$ cat config.mk
export PLATFORM = sky130hd
export DESIGN_NAME = serial_tx_arbiter
export DESIGN_NICKNAME = d
export VERILOG_FILES = /design/src/rtl/serial_tx_arbiter.sv
export SDC_FILE = /design/constraint.sdc
export NUM_CORES = 1
export LEC_CHECK = 0
export BUFFER_PORTS_ARGS = -buffer_cell sky130_fd_sc_hd__buf_2
export CORE_ASPECT_RATIO = 1.2
export CORE_MARGIN = 2
export CORE_UTILIZATION = 25
export CTS_BUF_LIST = sky130_fd_sc_hd__clkbuf_8 sky130_fd_sc_hd__clkbuf_16
export CTS_CLUSTER_SIZE = 14
export DETAILED_ROUTE_END_ITERATION = 10
export GPL_TIMING_DRIVEN = 0
export PLACE_DENSITY = 0.51
export SLEW_MARGIN = 10
export SYNTH_ARGS = -nofsm -noshare
export SYNTH_HDL_FRONTEND = slang
export SYNTH_SLANG_ARGS = --single-unit
$ cat constraint.sdc
create_clock -name clk -period 7.7 [get_ports clk]
set_clock_uncertainty 0.05 [all_clocks]
set_input_delay 0.385 -clock clk [delete_from_list [all_inputs] [get_ports clk]]
set_output_delay 0.385 -clock clk [all_outputs]
set_load 0.01 [all_outputs]
$ cat src/rtl/serial_tx_arbiter.sv
// -----------------------------------------------------------------------------
// serial_tx_arbiter
//
// Round-robin scheduler sharing one parallel-in / serial-out right-shift
// datapath among up to eight requesters. A granted word is captured, then
// shifted out LSB first, one bit per bit_en tick, followed by one GAP cycle.
//
// Optional feature macro: SER_TX_PARITY_EN
//   defined   -> an even-parity bit (XOR of the captured word) follows the
//                W data bits, so a frame carries W+1 valid bits.
//   undefined -> frames carry exactly W data bits.
//
// All outputs come straight from flops; nothing on req/data reaches
// ser_out or ser_valid without passing through a register first.
// -----------------------------------------------------------------------------
module serial_tx_arbiter #(
    parameter int W = 8,   // word width, 2..32
    parameter int N = 4    // number of requesters, 1..8
) (
    input  logic           clk,
    input  logic           clear_n,
    input  logic [N-1:0]   req,
    input  logic [N*W-1:0] data,
    input  logic           bit_en,
    output logic [N-1:0]   ack,
    output logic [2:0]     grant_id,
    output logic           busy,
    output logic           ser_out,
    output logic           ser_valid
);

    // Bit counter holds 0..W so the terminal tick can count past W-1.
    localparam int             CW       = $clog2(W) + 1;
    localparam logic [CW-1:0]  LAST_BIT = CW'(W - 1);
    localparam logic [2:0]     LAST_REQ = 3'(N - 1);
    localparam logic [3:0]     N_REQ    = 4'(N);

    typedef enum logic [1:0] {
        ST_IDLE  = 2'd0,
        ST_SHIFT = 2'd1,
`ifdef SER_TX_PARITY_EN
        ST_PAR   = 2'd2,
`endif
        ST_GAP   = 2'd3
    } state_t;

    // -------------------------------------------------------------------------
    // State
    // -------------------------------------------------------------------------
    state_t         r_state;
    logic [2:0]     r_ptr;        // round-robin start point for next search
    logic [CW-1:0]  r_cnt;        // data bits already shifted out
    logic [W-1:0]   r_shift;      // remaining word, bit 0 is on ser_out
`ifdef SER_TX_PARITY_EN
    logic           r_par;        // even parity of the captured word
`endif
    logic [N-1:0]   r_ack;
    logic [2:0]     r_grant;
    logic           r_busy;
    logic           r_ser_out;
    logic           r_ser_valid;

    // -------------------------------------------------------------------------
    // Combinational arbitration signals
    // -------------------------------------------------------------------------
    logic [7:0]     w_req8;       // req zero-extended to the 8-slot maximum
    logic [W-1:0]   w_words [8];  // data split into words, unused slots zero
    logic [3:0]     w_idx;        // candidate index during the search walk
    logic           w_found;
    logic [2:0]     w_win;
    logic [W-1:0]   w_word;
    logic [2:0]     w_next_ptr;
    logic [N-1:0]   w_onehot;

    // Split the packed data bus into one word per requester slot.
    for (genvar g = 0; g < 8; g++) begin : g_words
        if (g < N) begin : g_used
            assign w_words[g] = data[g*W +: W];
        end else begin : g_unused
            assign w_words[g] = '0;
        end
    end

    // Round-robin search: walk ptr, ptr+1, ... modulo N; first asserted req wins.
    always_comb begin
        // NOTE: every variable written here gets a value before any branch;
        // a path that skips an assignment would infer a latch.
        w_req8         = '0;
        w_req8[N-1:0]  = req;
        w_found        = 1'b0;
        w_win          = '0;
        w_idx          = '0;
        for (int k = 0; k < N; k++) begin
            w_idx = {1'b0, r_ptr} + 4'(k);
            if (w_idx >= N_REQ) begin
                w_idx = w_idx - N_REQ;
            end
            if (!w_found && w_req8[w_idx[2:0]]) begin
                w_found = 1'b1;
                w_win   = w_idx[2:0];
            end
        end
    end

    // Winner's word, the pointer value after it, and its one-hot ack pattern.
    always_comb begin
        w_word     = w_words[w_win];
        w_next_ptr = (w_win == LAST_REQ) ? 3'd0 : w_win + 3'd1;
        w_onehot   = '0;
        for (int i = 0; i < N; i++) begin
            w_onehot[i] = (w_win == 3'(i));
        end
    end

    // -------------------------------------------------------------------------
    // Frame FSM with registered outputs. ser_out/ser_valid are computed one
    // step ahead so they appear on the edge that enters each state.
    // -------------------------------------------------------------------------
    always_ff @(posedge clk or negedge clear_n) begin
        if (!clear_n) begin
            r_state     <= ST_IDLE;
            r_ptr       <= '0;
            r_cnt       <= '0;
            r_shift     <= '0;
`ifdef SER_TX_PARITY_EN
            r_par       <= 1'b0;
`endif
            r_ack       <= '0;
            r_grant     <= '0;
            r_busy      <= 1'b0;
            r_ser_out   <= 1'b0;
            r_ser_valid <= 1'b0;
        end else begin
            // NOTE: state registers use non-blocking assignments so every
            // right-hand side here sees the values from before this edge.
            r_ack <= '0;
            case (r_state)
                ST_IDLE: begin
                    if (w_found) begin
                        r_shift     <= w_word;
                        r_cnt       <= '0;
                        r_grant     <= w_win;
                        r_ack       <= w_onehot;
                        r_ptr       <= w_next_ptr;
                        r_busy      <= 1'b1;
                        r_ser_valid <= 1'b1;
                        r_ser_out   <= w_word[0];
`ifdef SER_TX_PARITY_EN
                        r_par       <= ^w_word;
`endif
                        r_state     <= ST_SHIFT;
                    end
                end

                ST_SHIFT: begin
                    if (bit_en) begin
                        r_shift <= r_shift >> 1;
                        r_cnt   <= r_cnt + CW'(1);
                        if (r_cnt == LAST_BIT) begin
`ifdef SER_TX_PARITY_EN
                            r_ser_out   <= r_par;
                            r_state     <= ST_PAR;
`else
                            r_ser_out   <= 1'b0;
                            r_ser_valid <= 1'b0;
                            r_state     <= ST_GAP;
`endif
                        end else begin
                            r_ser_out <= r_shift[1];
                        end
                    end
                end

`ifdef SER_TX_PARITY_EN
                ST_PAR: begin
                    if (bit_en) begin
                        r_ser_out   <= 1'b0;
                        r_ser_valid <= 1'b0;
                        r_state     <= ST_GAP;
                    end
                end
`endif

                ST_GAP: begin
                    // Exactly one idle-line cycle, independent of bit_en.
                    r_busy  <= 1'b0;
                    r_state <= ST_IDLE;
                end

                default: begin
                    r_state <= ST_IDLE;
                end
            endcase
        end
    end

    assign ack       = r_ack;
    assign grant_id  = r_grant;
    assign busy      = r_busy;
    assign ser_out   = r_ser_out;
    assign ser_valid = r_ser_valid;

endmodule

---- Word-level counts from Yosys, hierarchy flattened ----
Index checks and enable logic that the tools add are counted.
storage, ports and cells
  register bits after elaboration ......... 27
  logic and storage cells ................. 97
operators by class
  add/sub/neg operators ................... 9
  $lt $le $gt $ge ......................... 9
  eq/ne operators ......................... 9
  multiplexer cells ....................... 45
  bitwise operators ....................... 1
  reductions and logical operators ........ 15
operator list
  operator                                                     number
  2-to-1 mux 8 bit                                             4
  2-to-1 mux 3 bit                                             9
  binary-select mux 8 bit (select 3 bit)                       1
  less-than comparator 3 x 4 -> 1 bit (second input constant)  4
  2-to-1 mux 4 bit                                             4
  case mux 8 bit (2 select lines)                              1
  2-to-1 mux 1 bit                                             14
  binary-select mux 1 bit (select 3 bit)                       4
  >= comparator 4 x 3 -> 1 bit (second input constant)         3
  subtractor 3 bit (second input constant)                     4
  adder 3 x 2 -> 4 bit (second input constant)                 2
  case mux 4 bit (2 select lines)                              1
  equality test 3 x 2 -> 1 bit (second input constant)         2
  2-to-1 mux 2 bit                                             3
  inequality test 2 bit (second input constant)                3
  case mux 1 bit (2 select lines)                              3
  AND reduction 3 bit                                          2
  adder 3 x 1 -> 4 bit (second input constant)                 1
  adder 4 x 1 -> 4 bit (second input constant)                 1
  equality test 4 x 3 -> 1 bit (second input constant)         1
  >= comparator 4 bit (second input constant)                  1
  inverter 3 -> 4 bit                                          1
  case mux 2 bit (2 select lines)                              1
  AND reduction 2 bit                                          2
  11 further kinds                                             16

---- Depth between registers and ports, before layout ----
Gate-level depths: netlist of run 1.
  word-level depth ........................ 20
  depth in mapped cells ................... 12

---- Least setup slack after synthesis of run 1 ----
No wires, ideal clock.
  path type ............................... register -> register
  from .................................... reg r_ptr[0]
  to ...................................... reg r_shift[7]
  arrival time ............................ 2.806 ns
  setup slack ............................. 4.718 ns
  stages on the path, launching flop included .. 11
  buffers on the path ..................... 2
  clock period less this slack ............ 2.982 ns
  cell sequence ........................... dfrtp_1 -> buf_2 -> inv_1 -> ha_1 -> buf_4 -> mux2i_1 -> or4_1 -> mux2_4 -> nand2_8 -> mux2_1 -> a221o_1
on the way
  cells in the longest elaborated chain, start to end .. 20
RTL lines
  item                                                           RTL line  RTL
  start, declared                                                51        logic [2:0] r_ptr;
  start signal, assigned                                         144       r_ptr <= w_next_ptr;
  branches (longest 20 deep; another with adder 3 x 1 -> 4 bit)  --
  end signal, assigned                                           140       r_shift <= w_word;
  end signal, assigned                                           157       r_shift <= r_shift >> 1;
  end, declared                                                  53        logic [W-1:0] r_shift;
Parallel ways; which one is timed is not known. The select of a mux whose other input is x is not followed.
A chain may end at the register's enable or synchronous reset.

---- Worst setup path in the final report of run 1 ----
Ends and elaborated chain as after synthesis.

==> out/qor.txt, run 1 <==
Critical Path, Cell by Cell - buf_2, inv_1, ha_1, buf_4, mux2i_1, or4_1, mux2_4, nand2_8, mux2_1, a221o_1
Yosys reg bits - 26
F_max - 310 MHz
Clk sink count - 26
Final Cell Area - 2200 sq um
Total grt overflow - 0
Worst ir drop on vdd - 0.166 mV
Hold Path Class - in -> async
Mapped Cells - 178
Critical path's slowest cell - or4_1
PwrDens - 404 nW/um^2
Fraction of the cycle the final worst path needs - 0.419
Dpl ws - 4.49 ns
First-pass GRT wire length - 7.43 mm
Via count - 1546
Wire length per cell - 14.1 um
Ant. Diodes - 0
CP peak stage delay - 0.50 ns
Initial core utilization - 0.259
Clock Latency Late Sink - 0.27 ns
Max-cap violations - 0
Cell Rows - 33
GPL Wtd Cong - 0.839
Worst path required time - 7.81 ns
Max Slew Vio Count - 0
CP top delay family - multiplexers
Unrepaired setup endpoints after global routing - no
Synth warn - 0
Sequential element share of the synthesized area - 0.366
Drt first-iter violations - 64
Port Buffers - 48
Final wirelength - 4.47 mm
Ports - 49
Synth Area per Inst - 9.98 sq um
Status - finished, final reports clean
Crit-path max FO - 10
Final #Nets - 275
Largest net degree at the start of global routing - 27
Syn Nets - 222
Synth top area cells - dfrtp_1 (37%), mux2i_1 (9.6%), a221oi_2 (5.9%)
Reg clk slew, reported paths - 0.09 ns
Final setup fails - 0
Most common cell in the synthesized netlist - dfrtp_1
GRT Total Usage - 0.122
Core Box Area - 6850 sq um
Top_reg_cell synth - dfrtp_1
Post-route worst setup slack - 4.48 ns
Yosys top cell by area - dfrtp_1
Data arrival, critical path - 3.34 ns
CP Launch Type - flop
Ratio of cells with drive above 1 in the final layout - 0.330
Detail Route Antenna Nets - 0
Measured slew at the worst slew-check pin - 0.606 ns
EDFF count, synth - 0
WP buf/inv - 3
Synthesized area - 1780 sq um
Die Height - 96.3 um
Post-CTS setup buffers - 0
Vias in the first global route - 1615
Async SR Flop Fraction - 1.00
Hpwl dp - 3.41 mm
Post-DR vias/cell - 4.88
Post-synthesis cell type count - 49
DRT Pass-1 Iters - 4
Area after DPL - 2130 sq um
Tmin final - 3.22 ns
Layout overhead on the synthesized area - 23.7%
Top cells by count, synth - dfrtp_1 (26), nor2_1 (24), mux2i_1 (17)
Final hold violations - 0
Residual DRC - 0
Max-slew headroom - 0.594
Setup CP Type - reg -> reg
Root buffer cell - clkbuf_8
CTS Hold Bufs - 0
DIE AREA - 7800 sq um
Reg2Reg Setup Slack - 4.48 ns
Initial antenna violation count - 0
TritonCTS Buffers - 3
LEAKAGE - 1.03 nW
Resize count post-CTS - 0
Critical Path End Type - flop
Post-synth top area share - 0.366
CTS max path bufs - 2
Fin Setup TNS - 0 ns
H-tree lvl count - 1
Die X - 81.0 um
TritonCTS clock tree - built
logic make-up (layout without fill, tap and decap cells):
logic type | count (synthesis) | in the layout | synth area share
xor+xnor | 2 | 2 | 0.00986
simple gates | 60 | 60 | 0.182
flops | 26 | 26 | 0.366
buf+inv | 14 | 66 | 0.0444
fa+ha+maj | 5 | 5 | 0.0352
compound gates | 47 | 47 | 0.211
mux | 24 | 24 | 0.151
metrics by stage:
step | util | power [W] | std cells | hold WS, ns
6_report | 0.321 | 0.000889 | 317 | 0.0504
2_1_floorplan | - | 0.000659 | 178 | 0.0394
3_5_place_dp | 0.310 | 0.000784 | 313 | 0.382
5_1_grt | 0.321 | 0.000970 | 317 | 0.0954
4_1_cts | 0.321 | 0.000903 | 317 | 0.0706
3_3_place_gp | 0.310 | 0.000779 | 313 | 0.383
power breakdown:
group          internal [W]  switching [W]
Sequential         0.000189      0.0000443
Combinational      0.000247       0.000295
Clock             0.0000696      0.0000443
Total              0.000505       0.000384
worst paths after layout:
check | cells after the start | end | start
min | 1 | r_shift[5] | clear_n
max | 10 | r_shift[7] | r_ptr[0]
min in group clk | 3 | r_shift[6] | data[14]
max in group asynchronous | 1 | ser_out | clear_n
max reg2reg | 10 | r_shift[7] | r_ptr[0]
min reg2reg | 1 | grant_id[2] | grant_id[2]
state kept, by name, indices dropped and copies added, names as in the netlist:
signal	flops
r_shift	7
ser_out	1
r_cnt	4
busy	1
grant_id	3
ser_valid	1
r_ptr	3
r_state	2
ack	4
metal layers:
metal,track usage,up-vias,part of all wire
met5,0,-,0
met4,0.0424,0,0.0072
met3,0.0141,2,0.045
met2,0.227,45,0.52
met1,0.142,733,0.43
li1,-,766,-
cell usage in the layout, fill, tap and decap left out, types with 2 or more instances in the layout:
cell type | synthesis | final
nand2_1 | 8 | 8
mux2i_1 | 17 | 17
a21oi_1 | 11 | 11
ha_1 | 5 | 5
clkbuf_8 | 0 | 3
nor2_1 | 24 | 24
mux2_2 | 3 | 3
nor2b_1 | 2 | 2
a22o_1 | 2 | 2
mux2_4 | 2 | 2
o22ai_1 | 7 | 7
o21ai_0 | 4 | 4
nor3b_1 | 2 | 2
buf_2 | 2 | 50
and3_1 | 2 | 2
nand3b_1 | 2 | 2
and2_1 | 4 | 4
xor2_1 | 2 | 2
inv_1 | 5 | 5
buf_4 | 2 | 2
clkbuf_1 | 2 | 2
nor2_4 | 2 | 2
o21ai_1 | 2 | 2
or3_1 | 2 | 2
a211oi_1 | 4 | 4
a221oi_2 | 7 | 7
dfrtp_1 | 26 | 26
nand3_1 | 4 | 4
nand4_1 | 2 | 2
worst register-to-register path: stages, from the launching register on:
cell and delay (ns):
dfrtp_1 0.49, buf_2 0.25, inv_1 0.11, ha_1 0.29, buf_4 0.17, mux2i_1 0.14, or4_1 0.50, mux2_4 0.33
nand2_8 0.12, mux2_1 0.33, a221o_1 0.34
cell type report:
class,count,area [sq um]
tap,87,109
inverter,7,26.3
clock inverter,1,30.0
multi-input combinational,138,1050
sequential,26,651
fill,749,4660
timing repair buffer,48,240
buffer,7,52.6
clock buffer,3,41.3
No activity file was read; power rests on OpenSTA's default activity.
==> run 2, diff against run 1 <==
--- a/config.mk
+++ b/config.mk
@@ -5,6 +5,7 @@
 export SDC_FILE = /design/constraint.sdc
 export NUM_CORES = 1
 export LEC_CHECK = 0
+export ABC_AREA = 1
 export BUFFER_PORTS_ARGS = -buffer_cell sky130_fd_sc_hd__buf_2
 export CORE_ASPECT_RATIO = 1.2
 export CORE_MARGIN = 2
@@ -13,7 +14,7 @@
 export CTS_CLUSTER_SIZE = 14
 export DETAILED_ROUTE_END_ITERATION = 10
 export GPL_TIMING_DRIVEN = 0
-export PLACE_DENSITY = 0.51
+export PLACE_DENSITY = 0.52
 export SLEW_MARGIN = 10
 export SYNTH_ARGS = -nofsm -noshare
 export SYNTH_HDL_FRONTEND = slang
==> constraint.sdc (replaced) <==
create_clock -name clk -period 2.6 [get_ports clk]
set_clock_uncertainty 0.05 [all_clocks]
set_input_delay 0.13 -clock clk [delete_from_list [all_inputs] [get_ports clk]]
set_output_delay 0.13 -clock clk [all_outputs]
set_load 0.01 [all_outputs]
==> out/qor.txt, run 2 <==
Status - finished, final reports clean (unchanged)
Worst path required time - 2.71 ns (was 7.81 ns)
Max FFs per register - 7 (unchanged)
Tmin final - 2.39 ns (was 3.22 ns)
Ratio of cells with drive above 1 in the final layout - 0.309 (was 0.330)
TritonCTS Buffers - 3 (unchanged)
Hpwl dp - 3.65 mm (was 3.41 mm)
CP peak stage delay - 0.37 ns (was 0.50 ns)
Die Height - 100 um (was 96.3 um)
Port Buffers - 48 (unchanged)
CTS max path bufs - 2 (unchanged)
Final wirelength - 4.77 mm (was 4.47 mm)
Synthesized area - 1920 sq um (was 1780 sq um)
Critical Path End Type - flop (unchanged)
Yosys reg bits - 26 (unchanged)
GPL Wtd Cong - 0.784 (was 0.839)
Reg2Reg Setup Slack - 0.21 ns (was 4.48 ns)
Vias in the first global route - 1784 (was 1615)
EDFF count, synth - 0 (unchanged)
Initial antenna violation count - 0 (unchanged)
DIE AREA - 8390 sq um (was 7800 sq um)
Clk sink count - 26 (unchanged)
Root buffer cell - clkbuf_8 (unchanged)
Critical path's slowest cell - dfrtp_1 (was or4_1)
Async SR Flop Fraction - 1.00 (unchanged)
Post-synthesis cell type count - 28 (was 49)
Non-Filler Instances - 416 (was 317)
Post-synth top area share - 0.339 (was 0.366)
Fraction of the cycle the final worst path needs - 0.920 (was 0.419)
Max Slew Vio Count - 0 (unchanged)
Hold Path Class - in -> reg (was in -> async)
PwrDens - 1410 nW/um^2 (was 404 nW/um^2)
TritonCTS clock tree - built (unchanged)
Total grt overflow - 0 (unchanged)
Switch share - 0.517 (was 0.432)
GRT Total Usage - 0.122 (about the same)
Synth top area cells - dfrtp_1 (34%), nand3_1 (13%), nand2_1 (12%) (was dfrtp_1 (37%), mux2i_1 (9.6%), a221oi_2 (5.9%))
R2R depth - 14 (was 10)
Cell Rows - 35 (was 33)
Wire length per cell - 11.5 um (was 14.1 um)
Logic gate share of total power - 0.727 (was 0.610)
Clock Latency Late Sink - 0.27 ns (about the same)
R2R Path Start - r_ptr[0] (unchanged)
Final setup fails - 0 (unchanged)
Final hold violations - 0 (unchanged)
Setup crit start - r_ptr[0] (unchanged)
Drt first-iter violations - 90 (was 64)
Data arrival, critical path - 2.51 ns (was 3.34 ns)
Via count - 1785 (was 1546)
CP Launch Type - flop (unchanged)
Layout overhead on the synthesized area - 24.4% (was 23.7%)
Top_reg_cell synth - dfrtp_1 (unchanged)
Top cells by count, synth - nand2_1 (60), nand3_1 (50), inv_1 (42) (was dfrtp_1 (26), nor2_1 (24), mux2i_1 (17))
Synth warn - 0 (unchanged)
DRT Pass-1 Iters - 4 (unchanged)
Mapped Cells - 266 (was 178)
Cell Int Power - 0.00162 W (was 0.000505 W)
Yosys top cell by area - dfrtp_1 (unchanged)
Max-slew headroom - 0.599 (was 0.594)
First-pass GRT wire length - 8.34 mm (was 7.43 mm)
LEAKAGE - 1.34 nW (was 1.03 nW)
Fill count - 836 (was 749)
Unrepaired setup endpoints after global routing - no (unchanged)
Clock power share - 0.080 (was 0.128)
Setup CP Type - reg -> reg (unchanged)
H-tree lvl count - 1 (unchanged)
Final #Nets - 369 (was 275)
RR Endpoint - r_ptr[1] (was r_shift[7])
Largest net degree at the start of global routing - 27 (unchanged)
Most frequent cells in the layout - nand2_1 (60), nand3_1 (48), buf_2 (48), inv_1 (40) (was buf_2 (50), dfrtp_1 (26), nor2_1 (24), mux2i_1 (17), a21oi_1 (11))
Crit-path max FO - 11 (was 10)
CP Capture Point - r_ptr[1] (was r_shift[7])
Worst ir drop on vdd - 0.489 mV (was 0.166 mV)
Ant. Diodes - 0 (unchanged)
Sequential element share of the synthesized area - 0.339 (was 0.366)
Synth Area per Inst - 7.21 sq um (was 9.98 sq um)
F_max - 418 MHz (was 310 MHz)
Syn Nets - 310 (was 222)
Most common cell after layout, fill and taps aside - nand2_1 (was buf_2)
Sequential share of power - 0.193 (was 0.262)
Critical Path, Cell by Cell - buf_6, inv_8, ha_1, inv_2, nand3_2, nand3_4, nand2_2, nor2_4, nand3_2, nand2_2, buf_6, ha_1, nand2_1, o21ai_0 (was buf_2, inv_1, ha_1, buf_4, mux2i_1, or4_1, mux2_4, nand2_8, mux2_1, a221o_1)
# placed instances - 406 (was 313)
Most flop-heavy register - r_shift (unchanged)
Residual DRC - 0 (unchanged)
Net Sw Power - 0.00173 W (was 0.000384 W)
Fin Setup TNS - 0 ns (unchanged)
Core Box Area - 7580 sq um (was 6850 sq um)
Die X - 84.0 um (was 81.0 um)
Measured slew at the worst slew-check pin - 0.602 ns (was 0.606 ns)
Most common cell in the synthesized netlist - nand2_1 (was dfrtp_1)
Max-cap violations - 0 (unchanged)
Initial core utilization - 0.253 (was 0.259)
Ports - 49 (unchanged)
Post-DR vias/cell - 4.29 (was 4.88)
Detail Route Antenna Nets - 0 (unchanged)
Reg clk slew, reported paths - 0.09 ns (about the same)
==> run 2: changes by cell type in the layout (fill, tap and decap cells not counted), sizes merged, moves of 7 or more <==
cell	before	now
a221oi	7	0
nand2	9	76
inv	6	47
nand3	4	56
mux2i	17	1
a21oi	11	1
==> run 2: how the worst min path moves through the flow <==
stage,from,endpoint,slack (ns),cells after the start
floorplan,clear_n,ack[0],-0.22,0
global placement,clear_n,r_shift[5],0.13,1
detailed placement,clear_n,r_shift[5],0.13,1
CTS,bit_en,r_cnt[1],0.05,3
global route,bit_en,r_cnt[1],0.07,3
finish,bit_en,r_cnt[1],0.06,3
==> run 2: kinds of logic (layout without fill, tap and decap cells) <==
logic type,count (synthesis),in the layout,share of synthesized area
mux,1,1,0.00522
simple gates,169,169,0.451
fa+ha+maj,5,5,0.0326
buf+inv,54,112,0.133
compound gates,11,11,0.0385
flops,26,26,0.339
==> run 2: layout make-up <==
cell class                      count  area [sq um]  area share
Multi-Input combinational cell    186          1020       0.428
Sequential cell                    26           651       0.273
Timing Repair Buffer               54           288       0.121
Inverter                           48           191      0.0802
Tap cell                           92           115      0.0482
Buffer                              6          63.8      0.0267
Clock buffer                        4          55.1      0.0231
==> run 2: through the flow <==
stage | area, sq um | setup WS, ns | power, W | hold WS, ns | util
after floorplan | 1920 | 0.382 | 0.00248 | -0.216 | -
after global placement | 2270 | 0.118 | 0.00299 | 0.125 | 0.300
after detailed placement | 2270 | 0.0970 | 0.00301 | 0.130 | 0.300
after CTS | 2340 | 0.0778 | 0.00329 | 0.0548 | 0.309
after global routing | 2390 | 0.0359 | 0.00373 | 0.0739 | 0.315
final | 2390 | 0.208 | 0.00336 | 0.0562 | 0.315
==> run 2: what timing repair did <==
| action | in CTS | in global routing |
|---|---|---|
| hold buffers | 1 | 0 |
| endpoints found under the setup margin | 0 | 16 |
| endpoints found under the hold margin | 26 | 0 |
| setup buffers | 0 | 5 |
| resized for setup | 0 | 4 |
==> run 2: power groups by stage <==
stage	logic, W	clock network [W]	registers (W)
6_report	0.00244	0.000268	0.000649
5_1_grt	0.00277	0.000295	0.000668
4_1_cts	0.00236	0.000276	0.000649
3_5_place_dp	0.00235	0	0.000652
3_3_place_gp	0.00234	0	0.000653
2_1_floorplan	0.00182	0	0.000659
==> run 2: metal layers <==
layer / part of all wire / track usage
met3: 0.047 / 0.0189
met4: 0.012 / 0.0335
met5: 0 / 0
met2: 0.44 / 0.207
met1: 0.50 / 0.161
==> run 2: critical path, delay by kind of cell (launching register included) <==
kind                     cells  cell delay, ns
AO/OA/AOI/OAI                1            0.07
flip-flops                   1            0.37
adder cells (fa/ha/maj)      2            0.58
AND/OR/NAND/NOR              7            0.72
buffers and inverters        4            0.48
